$ cat config.mk
export PLATFORM = sky130hd
export DESIGN_NAME = i2c_arbiter
export DESIGN_NICKNAME = d
export VERILOG_FILES = /design/src/rtl/i2c_pkg.sv /design/src/rtl/i2c_arbiter_rr_pick.sv /design/src/rtl/i2c_arbiter.sv
export SDC_FILE = /design/constraint.sdc
export NUM_CORES = 1
export LEC_CHECK = 0
export ABC_AREA = 1
export CAP_MARGIN = 20
export CORE_MARGIN = 8
export CORE_UTILIZATION = 44
export CTS_CLUSTER_SIZE = 16
export DETAILED_ROUTE_END_ITERATION = 12
export GPL_TIMING_DRIVEN = 0
export PLACE_DENSITY = 0.88
export RECOVER_POWER = 50
export SYNTH_ARGS = -nofsm -noshare
export SYNTH_HDL_FRONTEND = slang
export SYNTH_HIERARCHICAL = 1
export SYNTH_SLANG_ARGS = --single-unit
$ cat constraint.sdc
create_clock -name clk -period 2.8 [get_ports clk]
set_clock_uncertainty 0.15 [all_clocks]
set_input_delay 0.28 -clock clk [delete_from_list [all_inputs] [get_ports clk]]
set_output_delay 0.28 -clock clk [all_outputs]
set_load 0.005 [all_outputs]
$ cat src/rtl/i2c_pkg.sv
// Shared definitions for the I2C arbiter: FSM encoding, rw polarity, address width.
package i2c_pkg;

  localparam int unsigned I2C_ADDR_W = 7;
  localparam int unsigned I2C_DATA_W = 8;

  localparam logic I2C_RW_READ  = 1'b0;
  localparam logic I2C_RW_WRITE = 1'b1;

  typedef enum logic [2:0] {
    ST_IDLE  = 3'd0,
    ST_START = 3'd1,
    ST_WAIT  = 3'd2,
    ST_DONE  = 3'd3
  } arb_state_e;

endpackage

$ cat src/rtl/i2c_arbiter_rr_pick.sv
// Combinational round-robin selector: first set request at or after ptr, wrapping.
module rr_pick #(
  parameter int unsigned N_REQ = 4,
  parameter int unsigned PTR_W = 2
) (
  input  logic [N_REQ-1:0] req_i,
  input  logic [PTR_W-1:0] ptr_i,
  output logic [N_REQ-1:0] gnt_o,
  output logic [PTR_W-1:0] idx_o,
  output logic             valid_o
);

  logic [2*N_REQ-1:0] req2;
  int unsigned        p;

  assign req2 = {req_i, req_i};

  // Scanning the doubled vector from ptr covers the wrap-around without a modulo.
  always_comb begin
    p       = 32'(ptr_i);
    valid_o = 1'b0;
    idx_o   = '0;
    for (int unsigned i = 0; i < 2 * N_REQ; i++) begin
      if (!valid_o && (i >= p) && (i < p + N_REQ) && req2[i]) begin
        valid_o = 1'b1;
        idx_o   = (i >= N_REQ) ? PTR_W'(i - N_REQ) : PTR_W'(i);
      end
    end
    gnt_o = valid_o ? (N_REQ'(1) << idx_o) : '0;
  end

endmodule

$ cat src/rtl/i2c_arbiter.sv
// Round-robin arbiter sharing one I2C master between N_REQ requesters.
// Optional watchdog enabled with `define I2C_ARB_TIMEOUT_EN.
module i2c_arbiter
  import i2c_pkg::*;
#(
  parameter int unsigned N_REQ          = 4,
  parameter int unsigned TIMEOUT_CYCLES = 4096
) (
  input  logic                          clk,
  input  logic                          rst,
  input  logic [N_REQ-1:0]              req,
  input  logic [I2C_ADDR_W*N_REQ-1:0]   req_addr,
  input  logic [N_REQ-1:0]              req_rw,
  input  logic [I2C_DATA_W*N_REQ-1:0]   req_wdata,
  output logic [N_REQ-1:0]              gnt,
  output logic [N_REQ-1:0]              done,
  output logic [I2C_DATA_W-1:0]         rdata,
  output logic                          nack,
  output logic                          timeout,
  output logic [2:0]                    state,
  output logic                          m_start,
  output logic [I2C_ADDR_W-1:0]         m_addr,
  output logic                          m_rw,
  output logic [I2C_DATA_W-1:0]         m_wdata,
  input  logic                          m_busy,
  input  logic                          m_done,
  input  logic [I2C_DATA_W-1:0]         m_rdata,
  input  logic                          m_nack
);

  localparam int unsigned PTR_W = $clog2(N_REQ);

  arb_state_e                state_q, state_d;
  logic [PTR_W-1:0]          ptr_q, ptr_d, idx_q, idx_d;
  logic [N_REQ-1:0]          sel_q, sel_d;
  logic [I2C_ADDR_W-1:0]     addr_q, addr_d;
  logic                      rw_q, rw_d;
  logic [I2C_DATA_W-1:0]     wdata_q, wdata_d, rdata_q, rdata_d;
  logic                      nack_q, nack_d;

  logic [N_REQ-1:0]          pick_oh;
  logic [PTR_W-1:0]          pick_idx;
  logic                      pick_vld;
  logic                      active, finish;
  logic                      tmo_hit;

  logic [I2C_ADDR_W-1:0]     addr_arr  [N_REQ];
  logic [I2C_DATA_W-1:0]     wdata_arr [N_REQ];

  for (genvar g = 0; g < N_REQ; g++) begin : g_unpack
    assign addr_arr[g]  = req_addr[I2C_ADDR_W*g +: I2C_ADDR_W];
    assign wdata_arr[g] = req_wdata[I2C_DATA_W*g +: I2C_DATA_W];
  end

  rr_pick #(
    .N_REQ (N_REQ),
    .PTR_W (PTR_W)
  ) u_rr_pick (
    .req_i   (req),
    .ptr_i   (ptr_q),
    .gnt_o   (pick_oh),
    .idx_o   (pick_idx),
    .valid_o (pick_vld)
  );

  assign active = (state_q == ST_START) || (state_q == ST_WAIT);
  assign finish = active && m_done;

`ifdef I2C_ARB_TIMEOUT_EN
  localparam int unsigned CNT_W = (TIMEOUT_CYCLES > 1) ? $clog2(TIMEOUT_CYCLES) : 1;

  logic [CNT_W-1:0] cnt_q, cnt_d;
  logic             timeout_q, timeout_d;

  assign tmo_hit = active && (cnt_q == CNT_W'(TIMEOUT_CYCLES - 1));

  always_comb begin
    cnt_d     = cnt_q;
    timeout_d = timeout_q;
    if (state_q == ST_IDLE) begin
      cnt_d = '0;
    end else if (active) begin
      cnt_d = cnt_q + 1'b1;
    end
    if (finish) begin
      timeout_d = 1'b0;
    end else if (tmo_hit) begin
      timeout_d = 1'b1;
    end
  end

  always_ff @(posedge clk or negedge rst) begin
    if (!rst) begin
      cnt_q     <= '0;
      timeout_q <= 1'b0;
    end else begin
      cnt_q     <= cnt_d;
      timeout_q <= timeout_d;
    end
  end

  assign timeout = timeout_q;
`else
  assign tmo_hit = 1'b0;
  assign timeout = 1'b0;
`endif

  always_ff @(posedge clk or negedge rst) begin
    if (!rst) begin
      state_q <= ST_IDLE;
    end else begin
      state_q <= state_d;
    end
  end

  // m_done takes priority over the watchdog when both land in the same cycle.
  always_comb begin
    state_d = state_q;
    ptr_d   = ptr_q;
    idx_d   = idx_q;
    sel_d   = sel_q;
    addr_d  = addr_q;
    rw_d    = rw_q;
    wdata_d = wdata_q;
    rdata_d = rdata_q;
    nack_d  = nack_q;
    case (state_q)
      ST_IDLE: begin
        if (pick_vld) begin
          state_d = ST_START;
          idx_d   = pick_idx;
          sel_d   = pick_oh;
          addr_d  = addr_arr[pick_idx];
          rw_d    = req_rw[pick_idx];
          wdata_d = wdata_arr[pick_idx];
        end
      end
      ST_START, ST_WAIT: begin
        if (m_done) begin
          state_d = ST_DONE;
          nack_d  = m_nack;
          if (rw_q == I2C_RW_READ) begin
            rdata_d = m_rdata;
          end
        end else if (tmo_hit) begin
          state_d = ST_DONE;
          nack_d  = 1'b1;
        end else if ((state_q == ST_START) && m_busy) begin
          state_d = ST_WAIT;
        end
      end
      ST_DONE: begin
        state_d = ST_IDLE;
        ptr_d   = (idx_q == PTR_W'(N_REQ - 1)) ? '0 : idx_q + 1'b1;
      end
      default: state_d = ST_IDLE;
    endcase
  end

  always_ff @(posedge clk or negedge rst) begin
    if (!rst) begin
      ptr_q   <= '0;
      idx_q   <= '0;
      sel_q   <= '0;
      addr_q  <= '0;
      rw_q    <= 1'b0;
      wdata_q <= '0;
      rdata_q <= '0;
      nack_q  <= 1'b0;
    end else begin
      ptr_q   <= ptr_d;
      idx_q   <= idx_d;
      sel_q   <= sel_d;
      addr_q  <= addr_d;
      rw_q    <= rw_d;
      wdata_q <= wdata_d;
      rdata_q <= rdata_d;
      nack_q  <= nack_d;
    end
  end

  always_comb begin
    gnt     = '0;
    done    = '0;
    m_start = 1'b0;
    case (state_q)
      ST_START: begin
        gnt     = sel_q;
        m_start = 1'b1;
      end
      ST_WAIT: gnt  = sel_q;
      ST_DONE: done = sel_q;
      default: ;
    endcase
  end

  assign state   = state_q;
  assign m_addr  = addr_q;
  assign m_rw    = rw_q;
  assign m_wdata = wdata_q;
  assign rdata   = rdata_q;
  assign nack    = nack_q;

endmodule

==> impl_results.md, run 1 <==
- Max frequency: 433 MHz
- Worst-path clk slew: 0.08 ns
- Rows: 26
- Clock sink total: 35
- CTS Buf Count: 5
- Setup Buffers After CTS: 0
- Crit Path Category: in2reg
- Setup TNS: 0 ns
- RSZ-0062 raised after global routing: false
- CP bufs+invs: 4
- Hold Vio Cnt, Final: 0
- Sequential cell area fraction in the yosys report: 37.4%
- Starting density of the core: 45.6%
- Worst R2R Setup Slack: 0.52 ns
- Die area: 0.00792 mm^2
- Pwr dens: 885 mW/mm^2
- Yosys cell types: 29
- First-pass GRT wire length: 11.9 mm
- Worst-case clock buffer depth: 2
- Reg-to-reg endpoint: m_addr[1]
- GRT overflow: 0
- Reg2Reg Depth: 9
- Per-cell routed wire length: 13.1 um
- Worst EP required: 2.88 ns
- P_leak: 2.01 nW
- Asr flop ratio synth: 100%
- Area contributors post-synth: dfrtp_1 37%, nand2_1 28%, inv_1 9.1%
- Die width: 89 um
- Max-cap viol count: 0
- Crit. End Element: flop
- Crit Path Max Fanout: 10
- Inst Count DP: 547
- Syn. warnings: 6
- Port bufs: 116
- Final nets: 570
- Share of cells above drive strength 1: 9.26%
- Util after Layout: 72.1%
- Hold path start: m_addr[2]
- GRT Total Usage: 19.2%
- Post-Syn Area: 0.00234 mm^2
- Critical Path AT: 2.39 ns
- Commonest cells after routing, fill and taps aside: 178 x nand2_1, 99 x clkdlybuf4s50_1, 57 x inv_1
- Synthesized area per cell: 6.51 um^2
- Startpoint types: primary input
- First-pass DRT Iterations: 4
- Initial DRC Count: 110
- Hold Crit Depth: 2
- Finished Cell Area: 0.00371 mm^2
- Number of synthesized flops with an enable pin: 0
- CORE AREA: 0.00514 mm^2
- CP delay by family, top: buffers and inverters
- P&R area growth vs syn: 58.1%
- Slew HR: 48.0%
- CTS tree: done
- Crit path largest cell delay: 0.56 ns
- Critical Path Stages: 10
- WL final: 7.29 mm
- Max VDD drop: 0.439 mV
- H-tree Lvls: 2
- Most common cell after layout, fill and taps aside: nand2_1
- Remaining antenna violation count: 0
- Status: complete, no violations
- Number of antenna repair diodes: 0
- DR vias: 2576
- Hold EP: m_addr[2]
- Post-Layout Cell Count: 556
- Top FF cell, synth: dfrtp_1
- Vias per Instance: 4.63
- Critical R2R Launch: ptr_q[1]
- Root buf cell: clkbuf_8
- Die H: 89 um
- HPWL after detailed placement: 5.84 mm
- Worst-skew pair later-pin latency: 0.28 ns
- Drt drc: 0
- Critical-path cell list: clkdlybuf4s50_1 -> inv_1 -> nor2_1 -> nand4_1 -> nand2_2 -> buf_2 -> clkinv_1 -> nor2_4 -> nand2_1 -> nand3_1
- Synth area leader: dfrtp_1
- Finish-stage setup viols: 0
- Final GP Congestion: 0.793
- Largest net degree at the start of global routing: 36
- Seq cells post-synth: 35
- Synth top area share: 37.4%
- CP max stage cell: clkdlybuf4s50_1
- Hold WC Path Type: reg2reg
- Final Max Slew Viols: 0
- Worst slew pin tran: 0.780 ns
- Initial antenna violation count: 0
- Mapped Cells: 360
- IO Count: 119
- Fin crit share: 82.5%
- Min Tclk post-route: 2.31 ns
- DP Area: 0.00359 mm^2
- Number of global-route vias before repair: 2590
==> how the worst max path moves through the flow <==
stage	start	to	slack, ns
4_1_cts	state[0]	done[0]	0.50
5_1_grt	req[2]	m_addr[1]	0.30
2_1_floorplan	ptr_q[1]	m_addr[1]	0.98
6_report	req[2]	m_addr[1]	0.49
3_5_place_dp	req[2]	m_addr[1]	0.22
3_3_place_gp	req[2]	m_addr[1]	0.23
==> layer usage <==
layer  GRT usage (%)  share of wire (%)  vias to the layer above
met1            20.8                 38                     1154
met3            6.16                7.5                       14
met4            6.95                2.2                        0
met5               0                  0                        -
met2            34.0                 52                       94
li1                -                  -                     1314
==> logic make-up (layout without fill, tap and decap cells) <==
| group | after synthesis | after routing | synth area share (%) |
|---|---|---|---|
| AOI/OAI and AO/OA | 14 | 14 | 5.12 |
| adders and majority gates | 4 | 4 | 2.13 |
| buffers and inverters | 75 | 200 | 13.7 |
| DFF | 35 | 35 | 37.4 |
| muxes | 3 | 3 | 1.44 |
| other | 1 | 2 | 0.160 |
| and+or+nand+nor | 228 | 228 | 40.1 |
==> cell type report <==
type                    count  area (um^2)
fillers                   474         1430
repair buffers            117         1170
multi-input cells         251         1150
flip-flops and latches     35          876
inverters                  59          221
plain buffers              16          100
clock buffers               7         96.3
well taps                  70         87.6
clock inverters             1         7.51
==> cells in the mapped netlist, drive strengths merged (2+ instances only) <==
cell    number
nand2      185
inv         58
dfrtp       35
nand3       27
buf         11
nor2         9
o21ai        9
clkbuf       5
a21oi        4
ha           4
mux2         3
nand3b       2
nand4        2
or2          2
==> through the flow <==
step	hold slack, ns	power, mW	setup slack (ns)
global placement	0.311	2.86	0.229
detailed placement	0.252	2.92	0.220
CTS	0.334	3.34	0.498
finish	0.326	3.28	0.489
floorplan	-0.166	2.03	0.977
global route	0.357	3.58	0.297
==> registers in the layout, indices dropped and copies added (netlist names) <==
register / flops
m_wdata: 8
sel_q: 4
m_addr: 7
state: 2
nack: 1
ptr_q: 2
rdata: 8
idx_q: 2
m_rw: 1
==> power breakdown <==
part           internal [mW]  switching [mW]
registers              0.753           0.156
clock network          0.224           0.191
logic                  0.921            1.03
==> worst reg2reg max path, delay by kind of cell, from the launching register on <==
family	cells	cell delay, ns
buffers and inverters	3	0.67
and+or+nand+nor	5	0.78
DFF	1	0.42
AOI/OAI and AO/OA	1	0.19
==> repair_timing <==
item / 4_1_cts / 5_1_grt
resized for setup: 0 / 0
endpoints found under the hold margin: 35 / 0
setup endpoints to repair: 0 / 0
hold buffers: 1 / 0
Note: power is estimated with default switching activity, not from simulation.
==> run 2, diff against run 1 <==
CORE_UTILIZATION = 40   (was 44)
PLACE_DENSITY = 0.81   (was 0.88)
clock period = 2.4 ns   (was 2.8 ns; I/O delays follow)
==> run 2 against run 1 <==
Effect of this change: clock power about the same; critical endpoint is now gnt[2]; final area down 0.20%; largest cell class unchanged; die area up 8.2%; flip-flop and latch count unchanged; count of clock-buffer cells in the layout down 1; sequential share of layout area about the same; cell count up 0.90%; highest routed layer unchanged; critical path depth down 5; sequential power up 17%.
==> impl_results.md, run 2 (synthesized netlist as in run 1, its figures left out) <==
- Status: complete, no violations
- Worst-path clk slew: 0.07 ns (about the same)
- Die width: 92.6 um (+4.0%)
- CTS tree: done
- Share of cells above drive strength 1: 9.47% (+0.21 points)
- Reg-to-reg endpoint: m_addr[6]
- HPWL after detailed placement: 5.73 mm (-1.9%)
- GR Util met3: 5.34% (-0.82 points)
- Inst Count DP: 552 (+0.91%)
- Crit Path Category: reg2out
- Initial DRC Count: 96 (-13%)
- Worst slew pin tran: 0.859 ns (+0.0789 ns)
- CORE AREA: 0.00578 mm^2 (+12%)
- Max-cap viol count: 0 (unchanged)
- Hold WC Path Type: reg2reg
- Remaining antenna violation count: 0 (unchanged)
- WL final: 7.01 mm (-3.8%)
- Slew HR: 42.7% (-5.3 points)
- DR vias: 2564 (-0.47%)
- Initial antenna violation count: 0 (unchanged)
- Critical R2R Launch: ptr_q[1]
- P_leak: 2.01 nW (-0.23%)
- Critical Path AT: 1.81 ns (-0.58 ns)
- CP bufs+invs: 3 (-1)
- Number of global-route vias before repair: 2587 (-0.12%)
- H-tree Lvls: 2 (unchanged)
- CP delay by family, top: buffers and inverters
- Final GP Congestion: 0.899 (+13%)
- Starting density of the core: 40.6% (-5.1 points)
- RSZ-0062 raised after global routing: false
- Hold Vio Cnt, Final: 0 (unchanged)
- CP most frequent cell: inv_1
- Clock sink total: 35 (unchanged)
- Setup TNS: 0 ns (unchanged)
- Crit Path Max Fanout: 7 (-3)
- Final Max Slew Viols: 0 (unchanged)
- Most common cell after layout, fill and taps aside: nand2_1
- Commonest cells after routing, fill and taps aside: 178 x nand2_1, 97 x clkdlybuf4s50_1, 57 x inv_1
- Vias per Instance: 4.57 (-1.4%)
- Number of antenna repair diodes: 0 (unchanged)
- Grt met1 use: 19.8% (-0.98 points)
- Max VDD drop: 0.418 mV (-4.9%)
- P&R area growth vs syn: 57.7%
- Hold WS: 0.328 ns (+0.00212 ns)
- Util after Layout: 64.0% (-8.1 points)
- Rows: 28 (+7.7%)
- Finish-stage setup viols: 0 (unchanged)
- Per-cell routed wire length: 12.5 um (-4.7%)
- Worst R2R Setup Slack: 0.24 ns (-0.28 ns)
- Root buf cell: clkbuf_8
- Die area: 0.00857 mm^2 (+8.2%)
- Final nets: 570 (unchanged)
- Fin crit share: 91.7%
- GRT Total Usage: 16.9% (-2.2 points)
- Pwr dens: 1010 mW/mm^2 (+14%)
- Crit. End Element: output port
- End point of the critical path: gnt[2]
- Die H: 92.6 um (+4.0%)
- CP Launch Point: state[0]
- Grt peak-use layer: met2
- IO Count: 119 (unchanged)
- Drt drc: 0 (unchanged)
- Critical-path cell list: inv_1 -> ha_1 -> nand2_1 -> inv_1 -> clkdlybuf4s50_1
- Post-Layout Cell Count: 561 (+0.90%)
- Worst EP required: 2.01 ns (-0.87 ns)
- Pre-CTS setup slack: -0.104 ns (-0.324 ns)
- CP max stage cell: clkdlybuf4s50_1
- Worst-case clock buffer depth: 2 (unchanged)
- CTS Buf Count: 5 (unchanged)
- Port bufs: 116 (unchanged)
- Max frequency: 455 MHz
- FILL cells: 540 (+14%)
- Critical Path Stages: 5 (-5)
- Worst-skew pair later-pin latency: 0.28 ns (about the same)
- Crit path largest cell delay: 0.49 ns (-0.07 ns)
- Met2 Usage GRT: 27.8% (-6.1 points)
- Min Tclk post-route: 2.20 ns
- First-pass DRT Iterations: 4 (unchanged)
- Reg2Reg Depth: 9 (unchanged)
- Fin worst setup slack: 0.200 ns (-0.289 ns)
- GRT overflow: 0 (unchanged)
- Largest net degree at the start of global routing: 36 (unchanged)
- Startpoint types: flop
- First-pass GRT wire length: 11.8 mm (-0.41%)
[run 2: cell types whose count changed in the layout (fill, tap and decap cells not counted), sizes merged]
cell / delta
buf: -1
clkdlybuf4s50: -2
clkinvlp: +1
dlygate4sd3: +2
[run 2: worst min-delay path: cells and delay by family (launching register included)]
kind | cells | cell delay, ns
flops | 1 | 0.34
simple gates | 2 | 0.10
[run 2: worst min-delay path by stage]
stage                          start         end  slack, ns  depth (start not counted)
after CTS                   rdata[1]    rdata[1]       0.34                          2
after global routing      m_rdata[1]    rdata[1]       0.35                          3
after floorplan                  rst    idx_q[0]      -0.21                          0
after global placement    m_wdata[1]  m_wdata[1]       0.32                          2
after detailed placement         rst   m_addr[0]       0.22                          1
final                      m_addr[0]   m_addr[0]       0.33                          2
[run 2: layout make-up]
class	instances	area, um^2	share of cell area (%)
tap	75	93.8	2.54
clock buffer	6	72.6	1.96
inverter	59	225	6.09
multi-input combinational	251	1150	31.1
timing repair buffer	117	1170	31.5
clock inverter	2	12.5	0.338
buffer	16	101	2.74
sequential	35	876	23.7
[run 2: metal layers]
metal / part of all wire [%] / up-vias
li1: - / 1309
met1: 42 / 1153
met2: 48 / 87
met3: 7.3 / 15
met4: 2.9 / 0
met5: 0 / -
[run 2: what timing repair did]
| action | in CTS | in global routing |
|---|---|---|
| hold buffers | 1 | 0 |
| hold endpoints to repair | 35 | 0 |
| buffers inserted | 0 | 0 |
| gates resized for setup | 0 | 3 |
| endpoints found under the setup margin | 0 | 10 |
[run 2: power by group]
group | switching (mW) | internal (mW)
combinational | 1.19 | 1.07
sequential | 0.178 | 0.878
clock | 0.214 | 0.203
[run 2: metrics by stage]
step           power [mW]  instance area (um^2)
6_report             3.73                  3700
3_3_place_gp         3.35                  3600
3_5_place_dp         3.40                  3600
4_1_cts              3.83                  3690
2_1_floorplan        2.37                  2350
5_1_grt              4.11                  3700
==> run 3, diff against run 2 <==
PLACE_DENSITY = 0.76   (was 0.81)
==> run 3 against run 2 <==
Effect of this change: utilization fell by 0.087 points; combinational power about the same; largest cell class unchanged; sequential share of layout area barely moved; register-to-register slack lost 0.03 ns; power hardly changed; wire length grew 0.43%; clock power down 1%; via count is 2.6% lower; maximum frequency rose by 0.27%; die area stayed put.
==> impl_results.md, run 3 (synthesized netlist as in run 1, its figures left out) <==
- Status: complete, no violations
- Final GP Congestion: 0.854 (-5.0%)
- Max VDD drop: 0.439 mV (+5.0%)
- CTS tree: done
- Critical Path AT: 1.80 ns (about the same)
- FILL cells: 545 (+0.93%)
- Number of antenna repair diodes: 0 (unchanged)
- WL final: 7.04 mm (+0.43%)
- Multi-input logic area: 0.00115 mm^2 (unchanged)
- Reg2Reg Depth: 11 (+2)
- P_leak: 2.01 nW (about the same)
- Vias per Instance: 4.45 (-2.6%)
- Worst R2R Setup Slack: 0.21 ns (-0.03 ns)
- Initial DRC Count: 97 (+1.0%)
- Register Area: 876 um^2 (unchanged)
- P&R area growth vs syn: 57.5%
- Share of cells above drive strength 1: 9.05% (-0.41 points)
- Drt drc: 0 (unchanged)
- Critical R2R Launch: ptr_q[1]
- End point of the critical path: done[2]
- First-pass GRT wire length: 11.6 mm (-1.8%)
- Crit. End Element: output port
- Seq pwr share: 28.3% (about the same)
- Fin crit share: 91.4% (-0.25 points)
- GRT Total Usage: 16.6% (-0.34 points)
- DR vias: 2497 (-2.6%)
- Commonest cells after routing, fill and taps aside: 178 x nand2_1, 97 x clkdlybuf4s50_1, 57 x inv_1
- Pint: 2.15 mW (about the same)
- Starting density of the core: 40.6% (unchanged)
- Power Total: 3.74 mW (about the same)
- Hold Vio Cnt, Final: 0 (unchanged)
- Max frequency: 456 MHz (+0.27%)
- Worst-path clk slew: 0.06 ns (about the same)
- Combinational share of power: 60.8% (+0.2 points)
- CP Launch Point: state[0]
- Final Max Slew Viols: 0 (unchanged)
- CP max stage cell: clkdlybuf4s50_1
- Crit path largest cell delay: 0.49 ns (about the same)
- Worst slew pin tran: 0.901 ns (+0.0413 ns)
- Die width: 92.6 um (unchanged)
- Switching Fraction: 42.3% (about the same)
- Root buf cell: clkbuf_8
- Crit Path Category: reg2out
- Max-cap viol count: 0 (unchanged)
- Largest net degree at the start of global routing: 36 (unchanged)
- Critical-path cell list: ha_1 -> clkbuf_1 -> nand2_1 -> inv_1 -> clkdlybuf4s50_1
- Die H: 92.6 um (unchanged)
- Sw power: 1.58 mW (about the same)
- Reg-to-reg endpoint: m_addr[2]
- Worst EP required: 2.01 ns (about the same)
- Slew HR: 40.0% (-2.8 points)
- H-tree Lvls: 2 (unchanged)
- CORE AREA: 0.00578 mm^2 (unchanged)
- Initial antenna violation count: 0 (unchanged)
- Finished Cell Area: 0.00369 mm^2 (-0.14%)
- First-pass DRT Iterations: 5 (+1)
- HPWL after detailed placement: 5.65 mm (-1.3%)
- IO Count: 119 (unchanged)
- Number of global-route vias before repair: 2459 (-4.9%)
- Crit Path Max Fanout: 7 (unchanged)
- Per-cell routed wire length: 12.6 um (+0.43%)
- Pwr dens: 1010 mW/mm^2 (+0.19%)
- Rows: 28 (unchanged)
- CTS Buf Count: 5 (unchanged)
- GRT overflow: 0 (unchanged)
- DP Area: 0.00360 mm^2 (unchanged)
- Worst-skew pair later-pin latency: 0.28 ns (about the same)
- Clock sink total: 35 (unchanged)
- Final nets: 570 (unchanged)
- Startpoint types: flop
- RSZ-0062 raised after global routing: false
- Die area: 0.00857 mm^2 (unchanged)
- Most common cell after layout, fill and taps aside: nand2_1
- Min Tclk post-route: 2.19 ns (-0.00599 ns)
- Finish-stage setup viols: 0 (unchanged)
- Hold WC Path Type: reg2reg
- Remaining antenna violation count: 0 (unchanged)
- Clock group share of total power: 11.0% (-0.2 points)
- Worst-case clock buffer depth: 2 (unchanged)
- Port bufs: 116 (unchanged)
[run 3: cell types whose count changed in the layout (fill, tap and decap cells not counted)]
| cell | change |
|---|---|
| clkbuf_2 | -1 |
| clkbuf_1 | +2 |
| clkinvlp_4 | -1 |
[run 3: per-layer routing]
metal | wire, um | track usage [%] | vias up
li1 | - | - | 1310
met1 | 2940 | 19.4 | 1102
met2 | 3400 | 28.0 | 75
met3 | 557 | 5.02 | 10
met4 | 148 | 6.17 | 0
met5 | 0 | 0 | -
[run 3: how the worst min path moves through the flow]
stage | cells after the start | startpoint | slack (ns) | end
4_1_cts | 3 | m_rdata[6] | 0.34 | rdata[6]
3_5_place_dp | 1 | rst | 0.23 | nack
3_3_place_gp | 2 | m_wdata[7] | 0.31 | m_wdata[7]
6_report | 2 | rdata[4] | 0.33 | rdata[4]
5_1_grt | 3 | m_rdata[6] | 0.34 | rdata[6]
2_1_floorplan | 0 | rst | -0.21 | idx_q[0]
[run 3: through the flow]
stage	instances	util [%]	hold WS, ns	TNS [ns]	setup slack [ns]
after global routing	561	63.9	0.341	0	0.0290
after detailed placement	552	62.3	0.227	-1.45	-0.129
after CTS	561	63.8	0.338	0	0.164
final	561	63.9	0.329	0	0.206
after floorplan	361	-	-0.206	0	0.577
after global placement	552	62.3	0.314	-1.17	-0.111
[run 3: repair_timing]
item,4_1_cts,5_1_grt
resized for setup,0,1
endpoints found under the hold margin,35,0
setup endpoints to repair,0,8
hold buffers,1,0
setup buffers,0,0
[run 3: critical path, delay by kind of cell (launching register included)]
| kind | cells | cell delay (ns) |
|---|---|---|
| adder cells (fa/ha/maj) | 1 | 0.17 |
| buffers and inverters | 3 | 0.85 |
| flip-flops | 1 | 0.41 |
| AND/OR/NAND/NOR | 1 | 0.10 |
[run 3: cell type report]
type	instances	area share, %
repair buffers	117	31.6
multi-input cells	251	31.2
flip-flops and latches	35	23.7
inverters	59	6.10
plain buffers	16	2.71
well taps	75	2.54
clock buffers	7	2.07
clock inverters	1	0.136
[run 3: power by group through the flow]
stage / clock network, mW / logic [mW] / registers, mW
2_1_floorplan: 0 / 1.30 / 1.07
3_3_place_gp: 0 / 2.29 / 1.06
3_5_place_dp: 0 / 2.33 / 1.07
4_1_cts: 0.428 / 2.34 / 1.07
5_1_grt: 0.451 / 2.56 / 1.10
6_report: 0.411 / 2.27 / 1.06
